==> config.mk <==
export PLATFORM = sky130hd
export DESIGN_NAME = serializador_16b
export DESIGN_NICKNAME = d
export VERILOG_FILES = /design/src/rtl/serializador_16b.sv
export SDC_FILE = /design/constraint.sdc
export NUM_CORES = 1
export LEC_CHECK = 0
export CORE_UTILIZATION = 30
export CTS_BUF_LIST = sky130_fd_sc_hd__clkbuf_8
export CTS_CLUSTER_SIZE = 16
export DETAILED_ROUTE_END_ITERATION = 12
export PLACE_DENSITY = 0.52
export SLEW_MARGIN = 5
export SYNTH_ARGS = -nofsm -noshare
export SYNTH_HDL_FRONTEND = slang
export SYNTH_SLANG_ARGS = --single-unit
==> constraint.sdc <==
create_clock -name clk -period 1.15 [get_ports clk]
set_input_delay 0.345 -clock clk [delete_from_list [all_inputs] [get_ports clk]]
set_output_delay 0.345 -clock clk [all_outputs]
set_load 0.01 [all_outputs]
==> src/rtl/serializador_16b.sv <==
// 16-bit parallel-to-serial converter.
// A word captured on an accepted load is shifted out one bit per cycle for 16 cycles,
// followed by a single-cycle done pulse, then the block returns to idle.
module serializador_16b #(
    parameter bit MSB_FIRST = 1'b1
) (
    input  logic        clk,
    input  logic        rst_n,
    input  logic [15:0] a,
    input  logic        load,
    output logic        ready,
    output logic        sout,
    output logic        sout_valid,
    output logic        done
);

    typedef enum logic [1:0] {
        StIdle  = 2'b00,
        StShift = 2'b01,
        StDone  = 2'b10
    } state_e;

    state_e      state_q, state_d;
    logic [15:0] shreg_q, shreg_d;
    logic [3:0]  cnt_q, cnt_d;

    // State, shift register and bit counter; reset clears everything immediately.
    always_ff @(posedge clk or negedge rst_n) begin
        if (!rst_n) begin
            state_q <= StIdle;
            shreg_q <= 16'h0000;
            cnt_q   <= 4'd0;
        end else begin
            state_q <= state_d;
            shreg_q <= shreg_d;
            cnt_q   <= cnt_d;
        end
    end

    // Next-state logic and Moore outputs decoded from the current state.
    always_comb begin
        state_d    = state_q;
        shreg_d    = shreg_q;
        cnt_d      = cnt_q;
        ready      = 1'b0;
        sout       = 1'b0;
        sout_valid = 1'b0;
        done       = 1'b0;

        case (state_q)
            StIdle: begin
                ready = 1'b1;
                if (load) begin
                    shreg_d = a;
                    cnt_d   = 4'd0;
                    state_d = StShift;
                end
            end

            StShift: begin
                sout_valid = 1'b1;
                sout       = MSB_FIRST ? shreg_q[15] : shreg_q[0];
                // Shift toward the output end; the vacated end fills with zero.
                if (MSB_FIRST) begin
                    shreg_d = {shreg_q[14:0], 1'b0};
                end else begin
                    shreg_d = {1'b0, shreg_q[15:1]};
                end
                // Counter wraps 15 -> 0 naturally as the last bit leaves.
                cnt_d = cnt_q + 4'd1;
                if (cnt_q == 4'd15) begin
                    state_d = StDone;
                end
            end

            StDone: begin
                done    = 1'b1;
                state_d = StIdle;
            end

            default: begin
                // Unused encoding: recover to idle on the next edge.
                state_d = StIdle;
            end
        endcase
    end

endmodule

==> results of run 1 <==
## placed cells by master, fill, tap and decap left out, types with 2 or more instances in the layout
cell / instances
nand2_1: 9
clkbuf_8: 3
and2b_1: 7
o21bai_4: 2
clkdlybuf4s50_1: 17
nor2b_4: 3
a21oi_1: 7
nand3_1: 3
dfrtp_1: 21
a22oi_1: 7
o21ai_2: 8
o21ai_1: 9
nor2_1: 2
buf_6: 8
a22oi_2: 8
nand2_2: 2
buf_4: 15
buf_12: 3
## layout make-up
cell class	instances	area [sq um]
sequential	22	552
clock buffer	3	41.3
inverter	2	10.0
timing repair buffer	45	447
fill	331	1950
multi-input combinational	76	598
tap	48	60.1
## per-stage QoR
step / total power [W] / hold slack, ns / worst slack [ns] / util
after global placement: 0.00296 / 0.465 / -0.500 / 0.415
final: 0.00390 / 0.429 / -0.268 / 0.467
after CTS: 0.00365 / 0.436 / -0.275 / 0.444
after detailed placement: 0.00300 / 0.466 / -0.539 / 0.415
after floorplan: 0.00243 / 0.0494 / -0.0352 / -
after global routing: 0.00420 / 0.452 / -0.324 / 0.467
## layer usage
metal | vias up | part of all wire | track usage
met5 | - | 0 | 0
met1 | 439 | 0.49 | 0.195
li1 | 472 | - | -
met3 | 4 | 0.047 | 0.0268
met4 | 0 | 0.014 | 0.0625
met2 | 22 | 0.45 | 0.222
## state kept, by name, indices dropped and copies added, names as in the netlist
name and count:
cnt_q 4, shreg_q 16, state_q 2
## kinds of logic (layout without fill, tap and decap cells)
logic type,count (synthesis),in the layout
AOI/OAI and AO/OA,44,45
and+or+nand+nor,29,29
DFF,22,22
buffers and inverters,9,50
adders and majority gates,1,1
muxes,1,1
## final timing paths
check | start | to | slack (ns) | depth (start not counted)
setup / recovery | state_q[0] | done | -0.27 | 3
hold / removal | rst_n | shreg_q[15] | 0.43 | 2
setup reg to reg | state_q[1] | shreg_q[0] | -0.14 | 4
hold reg to reg | shreg_q[9] | shreg_q[9] | 0.48 | 2
max in group asynchronous | rst_n | state_q[0] | 0.56 | 2
min in group clk | shreg_q[9] | shreg_q[9] | 0.48 | 2
## power groups by stage
stage,clock [W],sequential (W),combinational (W)
after floorplan,0,0.00128,0.00114
after global placement,0,0.00132,0.00165
after detailed placement,0,0.00131,0.00168
after CTS,0.000495,0.00131,0.00184
after global routing,0.000527,0.00136,0.00231
final,0.000476,0.00132,0.00211
## timing repair
action,CTS,global route
hold buffers,0,0
gates resized for setup,28,9
hold endpoints to repair,0,0
pin swaps,2,1
buffers inserted,3,5
endpoints found under the setup margin,25,25
cloned,1,0
==> flow_metrics.tcl, run 1 <==
set metrics [dict create \
    status "finished, violations left" \
    violations "negative setup slack" \
    dr.pass1.iters 3 \
    grt_pass1_vias 945 \
    cts_buffer_depth 2 \
    cp_num_buf_inv 2 \
    cpLargestDelayFamily "flip-flops" \
    initial_core_util 0.315 \
    cts_sinks 22 \
    tightest_slew_ns 0.305 \
    ys.warnings.count 0 \
    synthTopCellsByArea "dfrtp_1 48%, a22oi_2 8.7%, o21ai_2 6.1%" \
    switching_share 0.358 \
    critPathKind "reg -> out" \
    synth_common_cells "22 x dfrtp_1, 11 x nand2_1, 9 x o21ai_1, 8 x a22oi_2, 8 x o21ai_2" \
    antenna_found_initial 0 \
    synthAdderAreaFrac 0.0108 \
    path_cells "buf_6, nor2b_4, buf_6" \
    overflow 0 \
    fin_skew_ns 0.00542 \
    path_common_cell "buf_6" \
    wl_per_cell_um 13.1 \
    post-route-period-util 1.23 \
    die_w_um 64.0 \
    worstPathArrival_ns 1.07 \
    cpMaxStageDelayCell "dfrtp_2" \
    clk_latency_ns 0.26 \
    synth_seq_area_share 0.477 \
    fin_area_sq_um 1710 \
    gp_congestion 0.805 \
    hold_viol 0 \
    nets 170 \
    cp.required_ns 0.81 \
    pwr-share-comb 0.541 \
    dieArea_sq_um 4100 \
    vdd_drop_max_uv 833 \
    synth_compound_area_frac 0.310 \
    cp_max_fo 3 \
    placed_cells 184 \
    h-tree-depth 1 \
    slowest_delay_ns 0.45 \
    dpl.hpwl_um 1730 \
    rows 22 \
    core_area_sq_um 3660 \
    clkPwrFrac 0.122 \
    rsz0062_at_grt "true" \
    synth-seq-cells 22 \
    end_kind "primary output" \
    synth_top_area_cell "dfrtp_1" \
    finalNonFillerCells 196 \
    hold_class "in -> async" \
    die_h_um 64.0 \
    drive_above_1_share 0.405 \
    root_buffer "clkbuf_8" \
    path_clk_slew_ns 0.08 \
    syn_inst 106 \
    pin_count 23 \
    timing.final.ws_setup_ns -0.268 \
    wirelength_um 2560 \
    vias 937 \
    yosysMostFrequentCell "dfrtp_1" \
    synth.net_count 126 \
    synth.cell_area_sq_um 1150 \
    cts_tree "yes" \
    start_kind "flop" \
    synth_top_area_share 0.477 \
    intPower_w 0.00251 \
    grt_pass1_wl_um 4490 \
    relSlewSlack 0.796 \
    synth_top_family_by_area "compound AO/OA/AOI/OAI gates" \
    vias_per_cell 4.78 \
    fmax_mhz 705 \
    grt_use_total 0.144 \
    syn-mean-instance-area_sq_um 10.9 \
    async_reset_ff_frac 1.00 \
    slew_viol_final 0 \
    synthMuxAreaShare 0.00868 \
    seqPwrFrac 0.337 \
    n_antenna_cell 0 \
    finalSetupTns_ns -2.84 \
    synth_xor_area_frac 0 \
    leakagePower_nw 0.741 \
    cts_buffers 3 \
    drc 0 \
    ant_nets 0 \
    syn_to_final_growth_pct 48.0 \
    io_buffer_count 22 \
    dpl_cell_area_sq_um 1520 \
    power_density_nw_per_um2 2290 \
    synth_edf_count 0 \
    drt_iter0_drc 24 \
    yosys.cell_types.count 25 \
    max-cap-violations 0 \
    ys.flop_type "dfrtp_1" \
    setup_viol 25 \
    period_minus_slack_ns 1.42 \
    switchingPower_w 0.00140 \
    grt_max_degree 23 \
    yosys.area_share.simple 0.133 \
]
(Power assumes the default switching activity.)
==> run 2: changes to the inputs <==
--- a/config.mk
+++ b/config.mk
@@ -7,9 +7,11 @@
 export LEC_CHECK = 0
 export CORE_UTILIZATION = 30
 export CTS_BUF_LIST = sky130_fd_sc_hd__clkbuf_8
+export CTS_CLUSTER_DIAMETER = 200
 export CTS_CLUSTER_SIZE = 16
 export DETAILED_ROUTE_END_ITERATION = 12
 export PLACE_DENSITY = 0.52
+export SETUP_SLACK_MARGIN = 0.2
 export SLEW_MARGIN = 5
 export SYNTH_ARGS = -nofsm -noshare
 export SYNTH_HDL_FRONTEND = slang
==> run 2 against run 1 <==
Net effect: the flow still finishes with violations (negative setup slack); critical path depth is 1 higher; design area up 4.2%; combinational power hardly changed.
==> flow_metrics.tcl, run 2 (synthesized netlist as in run 1, its figures left out) <==
set metrics [dict create \
    hold_buffers 0 \
    fin_skew_ns 0.00760 \
    cp_max_fo 4 \
    dpl.hpwl_um 1700 \
    r2r_slack_ns -0.15 \
    final_cell_mix "21 x dfrtp_1, 17 x clkdlybuf4s50_1, 15 x buf_4" \
    leakagePower_nw 0.761 \
    regToRegEndpoint "shreg_q[0]" \
    violations "negative setup slack" \
    power_w 0.00420 \
    die_w_um 64.0 \
    ant_nets 0 \
    root_buffer "clkbuf_8" \
    io_buffer_count 22 \
    cts_sinks 22 \
    multiInputGateArea_sq_um 621 \
    finalSetupTns_ns -2.13 \
    drive_above_1_share 0.440 \
    rsz0062_at_grt "true" \
    worstPathArrival_ns 1.08 \
    register_area_sq_um 552 \
    start_kind "flop" \
    reg2reg_from "state_q[1]" \
    relSlewSlack 0.789 \
    grt_pass1_wl_um 4510 \
    n_antenna_cell 0 \
    fin_area_sq_um 1780 \
    hold_ws_ns 0.425 \
    rows 22 \
    vias 956 \
    syn_to_final_growth_pct 54.3 \
    clk_latency_ns 0.27 \
    drc 0 \
    slew_viol_final 0 \
    period_minus_slack_ns 1.42 \
    dieArea_sq_um 4100 \
    final_common_cell "dfrtp_1" \
    overflow 0 \
    r2r_cells 5 \
    cts_buffer_depth 2 \
    max-cap-violations 0 \
    power_density_nw_per_um2 2360 \
    hold_viol 0 \
    regMostFlops "shreg_q" \
    cts_buffers 3 \
    nets 171 \
    post-route-period-util 1.24 \
    grt_pass1_vias 974 \
    critPathKind "reg -> out" \
    setup_viol 25 \
    path_clk_slew_ns 0.09 \
    timing.final.ws_setup_ns -0.273 \
    grt_max_degree 23 \
    fmax_mhz 703 \
    tightest_slew_ns 0.317 \
    pin_count 23 \
    status "finished, violations left" \
    largest_reg_flops 16 \
    cts_tree "yes" \
    hold_class "in -> async" \
    gp_congestion 0.682 \
    initial_core_util 0.315 \
    die_h_um 64.0 \
    vdd_drop_max_uv 883 \
    dpl_cell_area_sq_um 1520 \
    core_area_sq_um 3660 \
    h-tree-depth 1 \
    wirelength_um 2660 \
    antenna_found_initial 0 \
    nFillCells 341 \
    vias_per_cell 4.83 \
    end_kind "primary output" \
    dr.pass1.iters 4 \
    wl_per_cell_um 13.4 \
    grt_use_total 0.141 \
    reg_top3 "shreg_q (16), cnt_q (4), state_q (2)" \
    cp.required_ns 0.81 \
    drt_iter0_drc 36 \
]
-- run 2: what timing repair did --
item,in CTS,in global routing
setup buffers,6,4
pin swaps,6,2
gates resized for setup,37,6
endpoints found under the setup margin,25,26
gates cloned,1,0
-- run 2: power by group --
group | internal, W | switching, W | leakage [nW]
logic | 0.00119 | 0.000948 | 0.440
registers | 0.00107 | 0.000260 | 0.285
clock network | 0.000465 | 0.000261 | 0.0357
-- run 2: worst max path at each step --
stage	to	depth (start not counted)	startpoint
finish	sout	4	state_q[0]
global route	sout	4	state_q[1]
CTS	sout	4	state_q[0]
detailed placement	shreg_q[5]	4	load
global placement	shreg_q[7]	4	load
floorplan	done	3	state_q[1]
-- run 2: worst max-delay path: stages (launching register included) --
cell and delay (ns):
dfrtp_2 0.45, nand2b_4 0.10, inv_6 0.03, and2_4 0.12, buf_6 0.11
-- run 2: metal layers --
| layer | vias to the layer above | track usage | wire [um] |
|---|---|---|---|
| met1 | 451 | 0.193 | 1280 |
| li1 | 473 | - | - |
| met4 | 0 | 0.0511 | 14 |
| met3 | 2 | 0.0179 | 158 |
| met5 | - | 0 | 0 |
| met2 | 30 | 0.227 | 1210 |
-- run 2: final cells by class --
cell class | instances | share of cell area
sequential | 22 | 0.310
multi-input combinational | 76 | 0.349
inverter | 2 | 0.00703
clock inverter | 1 | 0.0169
tap | 48 | 0.0337
timing repair buffer | 46 | 0.261
clock buffer | 3 | 0.0232
-- run 2: per-stage QoR --
stage / utilization / cells / setup WS, ns
floorplan: - / 106 / 0.0183
CTS: 0.471 / 194 / -0.284
detailed placement: 0.414 / 183 / -0.544
global route: 0.486 / 198 / -0.320
finish: 0.486 / 198 / -0.273
global placement: 0.414 / 183 / -0.545
==> run 3: changes to the inputs <==
--- a/config.mk
+++ b/config.mk
@@ -5,12 +5,14 @@
 export SDC_FILE = /design/constraint.sdc
 export NUM_CORES = 1
 export LEC_CHECK = 0
+export ABC_AREA = 1
 export CORE_UTILIZATION = 30
 export CTS_BUF_LIST = sky130_fd_sc_hd__clkbuf_8
 export CTS_CLUSTER_DIAMETER = 200
 export CTS_CLUSTER_SIZE = 16
 export DETAILED_ROUTE_END_ITERATION = 12
-export PLACE_DENSITY = 0.52
+export DONT_BUFFER_PORTS = 1
+export PLACE_DENSITY_LB_ADDON = 0.12
 export SETUP_SLACK_MARGIN = 0.2
 export SLEW_MARGIN = 5
 export SYNTH_ARGS = -nofsm -noshare
==> run 3 against run 2 <==
Net effect: the run still ends with negative setup slack left; sequential share of layout area rose by 2.5 points; critical path depth fell by 1; via count rose by 0.73%; register-to-register slack improved by 0.05 ns; synthesized cell count rose by 15%; largest power group unchanged; highest routed layer unchanged.
==> flow_metrics.tcl, run 3 <==
set metrics [dict create \
    period_minus_slack_ns 1.34 \
    synth_top_area_cell "dfrtp_1" \
    root_buffer "clkbuf_8" \
    final_common_cell "nand3_2" \
    core_area_sq_um 3420 \
    slowest_delay_ns 0.42 \
    synth.cell_area_sq_um 1090 \
    critPathKind "reg -> out" \
    synth_seq_area_share 0.505 \
    placed_cells 170 \
    die_w_um 62.3 \
    rsz0062_at_grt "true" \
    pin_count 23 \
    syn_to_final_growth_pct 51.4 \
    leakagePower_nw 0.745 \
    hold_viol 0 \
    relSlewSlack 0.857 \
    ys.warnings.count 0 \
    clk_latency_ns 0.26 \
    power_density_nw_per_um2 2360 \
    dieArea_sq_um 3880 \
    nFillCells 337 \
    drc 0 \
    reg_top3 "shreg_q (16), cnt_q (4), state_q (2)" \
    ant_nets 0 \
    final_util 0.483 \
    yosysMostFrequentCell "nand3_1" \
    cp.required_ns 0.81 \
    path_clk_slew_ns 0.08 \
    grt_max_degree 23 \
    synth_common_cells "53 x nand3_1, 22 x dfrtp_1, 21 x nand2_1" \
    hold_class "in -> reg" \
    nets 160 \
    end_kind "primary output" \
    cp_max_fo 4 \
    status "finished, violations left" \
    wirelength_um 2760 \
    n_antenna_cell 0 \
    cts_buffers 3 \
    drt_iter0_drc 14 \
    antenna_found_initial 0 \
    initial_core_util 0.319 \
    slew_viol_final 0 \
    gp_congestion 0.690 \
    path_cells "inv_2, nand2_4, nor2_4" \
    max-cap-violations 0 \
    synth.net_count 142 \
    synthTopCellsByArea "dfrtp_1 51%, nand3_1 24%, nand2_1 7.2%" \
    grt_pass1_wl_um 4870 \
    yosys.cell_types.count 21 \
    vdd_drop_max_uv 791 \
    dpl.hpwl_um 1690 \
    vias_per_cell 5.21 \
    grt_pass1_vias 972 \
    synth-seq-cells 22 \
    syn_inst 122 \
    synth_top_area_share 0.505 \
    wl_per_cell_um 14.9 \
    fin_skew_ns 0.00398 \
    regMostFlops "shreg_q" \
    finalNonFillerCells 185 \
    timing.final.ws_setup_ns -0.193 \
    syn-mean-instance-area_sq_um 8.93 \
    ys.flop_type "dfrtp_1" \
    worstPathArrival_ns 1.00 \
    overflow 0 \
    vias 963 \
    synth_edf_count 0 \
    cts_sinks 22 \
    drive_above_1_share 0.540 \
    post-route-period-util 1.17 \
    dr.pass1.iters 4 \
    setup_viol 24 \
    async_reset_ff_frac 1.00 \
    violations "negative setup slack" \
    rows 21 \
    tightest_slew_ns 0.214 \
    cts_buffer_depth 2 \
    fmax_mhz 745 \
    final_cell_mix "35 x nand3_2, 21 x nand2_1, 20 x dfrtp_1" \
    io_buffer_count 0 \
    cts_tree "yes" \
    h-tree-depth 1 \
    largest_reg_flops 16 \
    die_h_um 62.3 \
    start_kind "flop" \
    cpMaxStageDelayCell "dfrtp_1" \
    grt_use_total 0.159 \
]
-- run 3: cell types whose count changed after synthesis, sizes merged, moves of 2 or more --
cell   previous run  this run
and2b             7         0
a21oi             7         0
nand3             3        54
inv               2         4
nor2b             3         0
buf               7         9
a22oi            15         0
nand2            11        23
o21ai            17         3
-- run 3: cells by family after synthesis --
group / share of synthesized area
simple gates: 0.367
flops: 0.505
buf+inv: 0.0907
compound gates: 0.0172
xor+xnor: 0.00804
fa+ha+maj: 0.0115
-- run 3: cell type report --
cell class              count  area (sq um)  area share
inverters                   4          22.5      0.0136
repair buffers             21           255       0.155
clock buffers               3          41.3      0.0250
clock inverters             1          30.0      0.0182
well taps                  46          57.6      0.0349
repair inverters            1          6.26     0.00379
multi-input cells          87           684       0.415
flip-flops and latches     22           553       0.335
-- run 3: metrics by stage --
| step | hold WS (ns) | setup TNS [ns] | area, sq um | setup slack [ns] | total power (W) |
|---|---|---|---|---|---|
| 2_1_floorplan | 0.0494 | 0 | 1130 | 0.00404 | 0.00219 |
| 3_3_place_gp | 0.0501 | 0 | 1190 | 0.0600 | 0.00244 |
| 3_5_place_dp | 0.0501 | 0 | 1190 | 0.0424 | 0.00245 |
| 4_1_cts | -0.240 | -1.89 | 1550 | -0.197 | 0.00375 |
| 5_1_grt | 0.230 | -3.47 | 1650 | -0.246 | 0.00418 |
| 6_report | 0.215 | -2.20 | 1650 | -0.193 | 0.00390 |
-- run 3: path summary, 6_finish.rpt --
path | start | to | slack [ns] | cells past startpoint
worst max-delay path | state_q[1] | sout | -0.19 | 3
worst min-delay path | a[0] | shreg_q[0] | 0.21 | 2
worst max register to register | state_q[1] | shreg_q[14] | -0.10 | 7
worst min register to register | cnt_q[0] | cnt_q[0] | 0.51 | 1
max in group asynchronous | rst_n | state_q[0] | 0.50 | 2
min in group asynchronous | rst_n | shreg_q[15] | 0.50 | 2
-- run 3: what timing repair did --
action                                  4_1_cts  5_1_grt
pin swaps                                     6        5
setup buffers                                 5        1
resized for setup                            50       12
hold endpoints to repair                     22       22
gates cloned                                  3        0
endpoints found under the setup margin       26       26
-- run 3: critical path, delay by kind of cell, from the launching register on --
family	cells	cell delay, ns
buffers and inverters	1	0.10
DFF	1	0.42
and+or+nand+nor	2	0.22
-- run 3: power by group --
part / switching (W) / internal, W / total (W)
clock network: 0.000262 / 0.000465 / 0.000727
logic: 0.000922 / 0.000873 / 0.00180
registers: 0.000291 / 0.00109 / 0.00138
total: 0.00147 / 0.00242 / 0.00390
-- run 3: per-layer routing --
metal  global-route usage  part of all wire  up-vias
li1                     -                 -      451
met1                0.220              0.48      490
met2                0.253              0.47       18
met3               0.0294             0.034        4
met4               0.0465             0.014        0
met5                    0                 0        -
